`src/rtl/my_mem_pkg.sv`:
```
// Shared types and parity helpers for the parity-protected memory requester.
package my_mem_pkg;
  localparam int ADDR_W = 16;
  localparam int DATA_W = 8;

  typedef enum logic [2:0] {IDLE, WRITE, READ, CAPTURE, RESP} state_t;

  // Memory word layout is {parity, data}; parity makes the total even.
  function automatic logic [DATA_W:0] calc_even_parity(input logic [DATA_W-1:0] d);
    return {^d, d};
  endfunction

  function automatic logic parity_ok(input logic [DATA_W:0] w);
    return ~^w;
  endfunction
endpackage

```
`src/rtl/my_mem_requester_if.sv`:
```
// Request/response handshake between the CPU-side agent and the requester.
interface my_mem_requester_if #(parameter int ADDR_W = 16, parameter int DATA_W = 8);
  logic              req_valid;
  logic              req_ready;
  logic              req_write;
  logic [ADDR_W-1:0] req_addr;
  logic [DATA_W-1:0] req_wdata;
  logic              rsp_valid;
  logic              rsp_ready;
  logic [DATA_W-1:0] rsp_rdata;
  logic              rsp_parity_err;

  modport master (output req_valid, req_write, req_addr, req_wdata, rsp_ready,
                  input  req_ready, rsp_valid, rsp_rdata, rsp_parity_err);
  modport slave  (input  req_valid, req_write, req_addr, req_wdata, rsp_ready,
                  output req_ready, rsp_valid, rsp_rdata, rsp_parity_err);
endinterface

```
`src/rtl/my_mem_parity_chk.sv`:
```
// Splits a {parity, data} memory word and flags odd overall parity.
module my_mem_parity_chk #(parameter int DATA_W = 8) (
  input  logic [DATA_W:0]   word,
  output logic [DATA_W-1:0] data,
  output logic              err
);
  assign data = word[DATA_W-1:0];
  assign err  = ^word;
endmodule

```
`src/rtl/my_mem_requester.sv`:
```
// Single-outstanding memory initiator: issues write/read strobes, decodes parity on reads.
module my_mem_requester #(
  parameter int ADDR_W = my_mem_pkg::ADDR_W,
  parameter int DATA_W = my_mem_pkg::DATA_W
) (
  input  logic              clk,
  input  logic              reset,
  my_mem_requester_if.slave bus,
  output logic [15:0]       err_count,
  output logic              mem_write,
  output logic              mem_read,
  output logic [ADDR_W-1:0] mem_address,
  output logic [DATA_W-1:0] mem_data_in,
  input  logic [DATA_W:0]   mem_data_out
);
  import my_mem_pkg::*;

  state_t            state;
  logic [DATA_W-1:0] chk_data;
  logic              chk_err;

  my_mem_parity_chk #(.DATA_W(DATA_W)) u_chk (
    .word (mem_data_out),
    .data (chk_data),
    .err  (chk_err)
  );

  // mem_address/mem_data_in double as the request latches; they hold between strobes.
  always_ff @(posedge clk) begin
    if (reset) begin
      state              <= IDLE;
      bus.req_ready      <= 1'b0;
      bus.rsp_valid      <= 1'b0;
      bus.rsp_rdata      <= '0;
      bus.rsp_parity_err <= 1'b0;
      mem_write          <= 1'b0;
      mem_read           <= 1'b0;
      mem_address        <= '0;
      mem_data_in        <= '0;
      err_count          <= '0;
    end else begin
      mem_write <= 1'b0;
      mem_read  <= 1'b0;
      case (state)
        IDLE: begin
          if (bus.req_valid && bus.req_ready) begin
            bus.req_ready <= 1'b0;
            mem_address   <= bus.req_addr;
            if (bus.req_write) begin
              mem_data_in <= bus.req_wdata;
              mem_write   <= 1'b1;
              state       <= WRITE;
            end else begin
              mem_read <= 1'b1;
              state    <= READ;
            end
          end else begin
            bus.req_ready <= 1'b1;
          end
        end
        WRITE: begin
          bus.req_ready <= 1'b1;
          state         <= IDLE;
        end
        READ: state <= CAPTURE;
        CAPTURE: begin
          bus.rsp_rdata      <= chk_data;
          bus.rsp_parity_err <= chk_err;
          bus.rsp_valid      <= 1'b1;
          if (chk_err && err_count != 16'hFFFF) err_count <= err_count + 16'd1;
          state <= RESP;
        end
        RESP: begin
          if (bus.rsp_ready) begin
            bus.rsp_valid <= 1'b0;
            bus.req_ready <= 1'b1;
            state         <= IDLE;
          end
        end
        default: begin
          bus.req_ready <= 1'b0;
          bus.rsp_valid <= 1'b0;
          state         <= IDLE;
        end
      endcase
    end
  end
endmodule

```
`src/flat_wrapper.sv`:
```
// flat-port wrapper written by rule: the top's interface ports become plain ports
module my_mem_requester_flat import my_mem_pkg::*;
#(
  parameter int ADDR_W = my_mem_pkg::ADDR_W,
  parameter int DATA_W = my_mem_pkg::DATA_W
)
  (clk, reset, err_count, mem_write, mem_read, mem_address, mem_data_in, mem_data_out, bus_req_valid, bus_req_write, bus_req_addr, bus_req_wdata, bus_rsp_ready, bus_req_ready, bus_rsp_valid, bus_rsp_rdata, bus_rsp_parity_err);
  my_mem_requester_if #(.ADDR_W(ADDR_W), .DATA_W(DATA_W)) bus_i ();
  input  logic clk;
  input  logic reset;
  output logic [15:0] err_count;
  output logic mem_write;
  output logic mem_read;
  output logic [ADDR_W-1:0] mem_address;
  output logic [DATA_W-1:0] mem_data_in;
  input  logic [DATA_W:0] mem_data_out;
  input wire logic [$bits(bus_i.req_valid)-1:0] bus_req_valid;
  input wire logic [$bits(bus_i.req_write)-1:0] bus_req_write;
  input wire logic [$bits(bus_i.req_addr)-1:0] bus_req_addr;
  input wire logic [$bits(bus_i.req_wdata)-1:0] bus_req_wdata;
  input wire logic [$bits(bus_i.rsp_ready)-1:0] bus_rsp_ready;
  output wire logic [$bits(bus_i.req_ready)-1:0] bus_req_ready;
  output wire logic [$bits(bus_i.rsp_valid)-1:0] bus_rsp_valid;
  output wire logic [$bits(bus_i.rsp_rdata)-1:0] bus_rsp_rdata;
  output wire logic [$bits(bus_i.rsp_parity_err)-1:0] bus_rsp_parity_err;
  assign bus_i.req_valid = bus_req_valid;
  assign bus_i.req_write = bus_req_write;
  assign bus_i.req_addr = bus_req_addr;
  assign bus_i.req_wdata = bus_req_wdata;
  assign bus_i.rsp_ready = bus_rsp_ready;
  assign bus_req_ready = bus_i.req_ready;
  assign bus_rsp_valid = bus_i.rsp_valid;
  assign bus_rsp_rdata = bus_i.rsp_rdata;
  assign bus_rsp_parity_err = bus_i.rsp_parity_err;
  my_mem_requester #(.ADDR_W(ADDR_W), .DATA_W(DATA_W)) u_core (.clk(clk), .reset(reset), .bus(bus_i), .err_count(err_count), .mem_write(mem_write), .mem_read(mem_read), .mem_address(mem_address), .mem_data_in(mem_data_in), .mem_data_out(mem_data_out));
endmodule
```
`config.mk`:
```
export PLATFORM = sky130hd
export DESIGN_NAME = my_mem_requester_flat
export DESIGN_NICKNAME = d
export VERILOG_FILES = /design/src/rtl/my_mem_pkg.sv /design/src/rtl/my_mem_requester_if.sv /design/src/rtl/my_mem_parity_chk.sv /design/src/rtl/my_mem_requester.sv /design/src/flat_wrapper.sv
export SDC_FILE = /design/constraint.sdc
export NUM_CORES = 1
export LEC_CHECK = 0
export BUFFER_PORTS_ARGS = -buffer_cell sky130_fd_sc_hd__buf_2
export CAP_MARGIN = 10
export CORE_UTILIZATION = 49
export CTS_CLUSTER_SIZE = 12
export DETAILED_ROUTE_END_ITERATION = 6
export HOLD_SLACK_MARGIN = 0.1
export PLACE_DENSITY = 0.8
export SKIP_LAST_GASP = 1
export SLEW_MARGIN = 20
export SYNTH_ARGS = -nofsm -noshare
export SYNTH_HDL_FRONTEND = slang
export SYNTH_HIERARCHICAL = 1
export SYNTH_SLANG_ARGS = --single-unit
```
`constraint.sdc`:
```
create_clock -name clk -period 2.9 [get_ports clk]
set_input_delay 0.29 -clock clk [delete_from_list [all_inputs] [get_ports clk]]
set_output_delay 0.29 -clock clk [all_outputs]
set_load 0.05 [all_outputs]
```
After elaboration in Yosys (flattened, before gate mapping)
Index checks and enable logic that the tools add are counted.

word-level totals
  register bits = 56
  latch bits = 0
  memory bits (writable) = 0
  bits in read-only memories = 0
  memories kept = 0

cells by class
  $add $sub $neg = 1
  multipliers = 0
  div/mod/pow operators = 0
  order comparisons = 0
  eq/ne operators = 7
  shift-type cells = 0
  mux-type cells = 11
  bitwise gates (word level) = 4
  reductions and logical operators = 13

operator list
  kind                                                                      number
  16-bit by 1-bit adder with 16-bit output (second input constant)          1
  16-bit inequality test (second input constant)                            1
  3-bit one-hot mux with 4 select lines                                     1
  2-bit AND reduction                                                       5
  9-bit XOR reduction                                                       1
  3-bit by 2-bit == test with 1-bit output (second input constant)          2
  3-bit 2-to-1 mux                                                          2
  3-bit OR reduction                                                        2
  1-bit 2-to-1 mux                                                          5
  1-bit inverter                                                            4
  1-bit one-hot mux with 4 select lines                                     1
  3-bit by 1-bit == test with 1-bit output (second input constant)          1
  3-bit == test (second input constant)                                     1
  3-bit logical NOT                                                         1
  1-bit one-hot mux with 3 select lines                                     1
  3-bit AND reduction                                                       1
  1-bit logical AND                                                         2
  2-bit 2-to-1 mux                                                          1
  2-bit by 1-bit inequality test with 1-bit output (second input constant)  1
  2-bit inequality test (second input constant)                             1
  2-bit OR reduction                                                        1

Logic depth before layout (Yosys ltp)
  depth after elaboration = 4
  gate-level depth with buffers = 7
  depth with buffers taken out = 7

Modules after synthesis
The synthesis kept the hierarchy.

modules (own cells, without submodules)
  module             instances  cells each  area an instance (um^2)
  my_mem_requester   1          266         2273.4
  my_mem_parity_chk  1          15          142.6

Least setup slack after synthesis
No wires, ideal clock.

  path type = input to register
  start point = input mem_data_out[4]
  end point = register u_core.err_count[11]
  library setup time = 0.070 ns
  arrival = 2.399 ns
  data required time = 2.830 ns
  setup slack = 0.431 ns
  stages on the path = 7
  path buffers = 0
  path through = xnor2_1 > xnor3_1 > xnor2_1 > nand4b_4 > or4_4 > or4_1 > a21oi_1

on the way
  cells in the longest elaborated chain, start to end = 3

RTL lines
  element                               line                    RTL
  from (decl)                           flat_wrapper.sv:16      input logic [DATA_W:0] mem_data_out;
  9-bit XOR reduction                   my_mem_parity_chk.sv:8  assign err = ^word;
  via u_core.chk_err                    my_mem_requester.sv:20  logic chk_err;
  1-bit logical AND                     my_mem_requester.sv:70  if (chk_err && err_count != 16'hFFFF) err_count <= err_count + 16'd1;
  2-bit AND reduction (no source line)  --
  to (signal assigned)                  my_mem_requester.sv:70
  to (decl)                             my_mem_requester.sv:9   output logic [15:0] err_count,

The timed path passes the listed nets, and every way through them passes these cells.
A chain may end at the register's enable or synchronous reset.

Worst setup path in the final report
  start point = input mem_data_out[4]
  end point = register u_core.err_count[10]

Same word-level chain as after synthesis.

==> metrics.md <==
| Metric | Value |
|---|---|
| Synth Area in Adders | 0.005179 |
| Min-delay src | bus_req_addr[1] |
| Die W | 72.22 µm |
| RePlAce Congestion | 0.7888 |
| Worst Path Class, Setup | in2reg |
| Biggest area consumer among synthesized cells | dfxtp_1 |
| Clk_lat worst skew | 0.30 ns |
| Most common cell in the netlist | dfxtp_1 |
| Final hold violations | 0 |
| Post-route ant nets | 0 |
| Netlist cell types | 40 |
| Crit path largest cell delay | 0.44 ns |
| Clock slew at the register clock pins of the worst setup and hold paths | 0.09 ns |
| Synth async-reset ratio | 0 |
| Clk sinks | 56 |
| Min setup slack post-route | 0.5007 ns |
| First-pass GRT wire length | 7907 µm |
| Total number of vias | 2223 |
| Deepest clock path buffer count | 2 |
| Worst-path maximum fanout | 18 |
| Synthesized Nets | 320 |
| # rows | 25 |
| Final critical-path share of the clock period | 0.8273 |
| WL met3 | 268 µm |
| Top delay family on crit path | simple AND/OR/NAND/NOR gates |
| PD cells | 504.4 nW/µm² |
| DRC viols | 0 |
| Status | complete, no violations |
| Leakage | 0.001321 µW |
| Max stage delay cell, worst path | xnor3_1 |
| Vias in the first global route | 1844 |
| Synth Flop Type | dfxtp_1 |
| Total power draw | 1479 µW |
| Initial DRC count | 93 |
| CTS buffer count | 5 |
| Fin. max-slew vios | 0 |
| Main combinational cell family by area after synthesis | simple AND/OR/NAND/NOR gates |
| Initial antenna violation count | 0 |
| Initial Util | 0.5115 |
| VDD IR-drop max | 263.3 µV |
| Setup crit start | mem_data_out[4] |
| PortBufs | 90 |
| Largest net degree at the start of global routing | 39 |
| CP Data Required Time | 3.12 ns |
| Die area | 5216 µm² |
| WL/cell | 11.96 µm |
| HPWL after DPL | 3617 µm |
| IO Pins | 91 |
| CP dominant cell by count | xnor2_1 |
| Setup violation total in the final timing report | 0 |
| Final Skew | 0.008815 ns |
| Detailed-router iteration count before antenna repair | 4 |
| GRT Util Overall | 0.1899 |
| Worst r2r dst | u_core/err_count[10] |
| Core area | 4723 µm² |
| Syn avg cell area | 8.598 µm² |
| Routed WL | 5069 µm |
| Crit path cell chain | buf_2 -> xnor2_1 -> xnor3_1 -> xnor2_1 -> nand4b_4 -> buf_4 -> or3_1 -> or4_1 -> a21oi_1 |
| Actual slew at the worst max-slew pin | 0.6746 ns |
| Synthesis-to-finish area growth | 21.39% |
| CTS tree | done |
| Setup_tns | 0 ns |
| Top Metal Used | met4 |
| Clk root buf | clkbuf_8 |
| Depth of the worst register-to-register path | 5 |
| Critical Path Sink | u_core/err_count[10] |
| Tmin final | 2.399 ns |
| Number of synthesized flops with an enable pin | 0 |
| Fmax | 416.8 MHz |
| Sequential share of the synthesized area | 0.4640 |
| Worst Setup End Kind | register |
| R2r setup slk | 0.86 ns |
| Share of cells above drive strength 1 | 0.3081 |
| Top post-synthesis cells by count | 56 x dfxtp_1, 47 x nand2_1, 39 x a21oi_1 |
| Cts hold-fix bufs | 0 |
| Unrepaired setup endpoints after global routing | false |
| Post-synthesis compound-gate area fraction | 0.1398 |
| Mapped Area | 2416 µm² |
| XOR/XNOR share of the synthesized area | 0.03418 |
| CP Launch Type | input pin |
| Worst r2r src | u_core/state[1] |
| Routed wl met2 | 2388 µm |
| Resize count post-CTS | 0 |
| Buffer and inverter count on the worst path | 2 |
| Nets@finish | 395 |
| Levels on crit path | 9 |
| H-tree levels | 2 |
| Top post-synthesis cells by area | dfxtp_1 46%, a21oi_1 8.1%, nand2_1 7.3% |
| Critical Path AT | 2.62 ns |
| Synth Area in Simple Gates | 0.2465 |
| Max-cap check violation count | 0 |
| DR vias/cell | 5.243 |
| Yosys synthesis warning count | 6 |
| Mux cell area share after synthesis | 0.04713 |
| Seq cells post-synth | 56 |
| Grt total ovfl | 0 |
| Pre-CTS setup slack | 0.2091 ns |
| Mapped Cells | 281 |
| Yosys top cell area share | 0.4640 |
| Hold Path Class | in2reg |
| Worst relative slew slack | 0.5503 |
| Die Span Y | 72.22 µm |
| Wl on met1 | 2354 µm |
| Post-CTS Setup Bufs | 0 |
| Diodes inserted | 0 |
==> flip-flops by register name (all words and copies together) (netlist names) <==
register / cells
u_core/bus.req_ready: 1
u_core/bus.rsp_parity_err: 1
u_core/bus.rsp_rdata: 8
u_core/bus.rsp_valid: 1
u_core/err_count: 16
u_core/mem_address: 16
u_core/mem_data_in: 8
u_core/mem_read: 1
u_core/mem_write: 1
u_core/state: 3
==> area by class of cell <==
type	instances	area [µm²]
inverters	4	15.01
flip-flops and latches	56	1121
clock inverters	1	8.758
fillers	429	1790
well taps	67	83.83
clock buffers	7	76.32
repair buffers	94	480.5
multi-input cells	195	1147
==> layout by cell type, fill, tap and decap left out, drive strengths merged, types with 2 or more instances in the layout <==
cell	Yosys	final
buf	12	94
dfxtp	56	56
nand2	47	47
a21oi	39	39
nand3	15	15
nor2	15	15
o31ai	9	9
mux2i	8	8
or4	8	8
nor3	7	7
clkbuf	14	7
o21ai	5	5
or3	5	5
xnor2	5	5
nor4	4	4
inv	4	4
nor2b	4	4
nand4	3	3
mux2	3	3
nand3b	2	2
or4b	2	2
==> logic make-up after synthesis <==
family          Yosys count
compound gates           59
xor+xnor                  7
simple gates            117
buf+inv                  30
mux                      11
fa+ha+maj                 1
flops                    56
==> stage by stage <==
stage | instance area, µm² | util | hold slack (ns) | cells
global placement | 2848 | 0.6029 | 0.4388 | 416
detailed placement | 2848 | 0.6029 | 0.4430 | 416
CTS | 2933 | 0.6209 | 0.2138 | 424
finish | 2933 | 0.6209 | 0.2236 | 424
floorplan | 2416 | - | 0.4260 | 281
global route | 2933 | 0.6209 | 0.2186 | 424
==> worst reg2reg max path: cells and delay by family, from the launching register on <==
| family | cells | cell delay [ns] |
|---|---|---|
| buffers and inverters | 1 | 0.21 |
| AO/OA/AOI/OAI | 1 | 0.16 |
| flip-flops | 1 | 0.59 |
| AND/OR/NAND/NOR | 3 | 1.02 |
==> worst min-delay path by stage <==
stage	endpoint	slack [ns]	cells past startpoint
2_1_floorplan	u_core/mem_address[0]	0.43	2
3_3_place_gp	u_core/mem_address[4]	0.44	2
3_5_place_dp	u_core/mem_data_in[3]	0.44	2
4_1_cts	u_core/mem_address[10]	0.21	3
5_1_grt	u_core/mem_address[12]	0.22	3
6_report	u_core/mem_address[1]	0.22	3
==> power by group <==
group	switching (µW)	leakage, µW	total [µW]	internal, µW
sequential	22.2	0.000453	819	797
combinational	174	0.000825	253	79.1
clock	235	0.0000424	408	173
==> per-layer routing <==
layer,track usage,up-vias
li1,-,1130
met1,0.2327,1013
met2,0.3271,75
met3,0.03333,5
met4,0.08279,0
met5,0,-
Note: power is estimated with default switching activity, not from simulation.
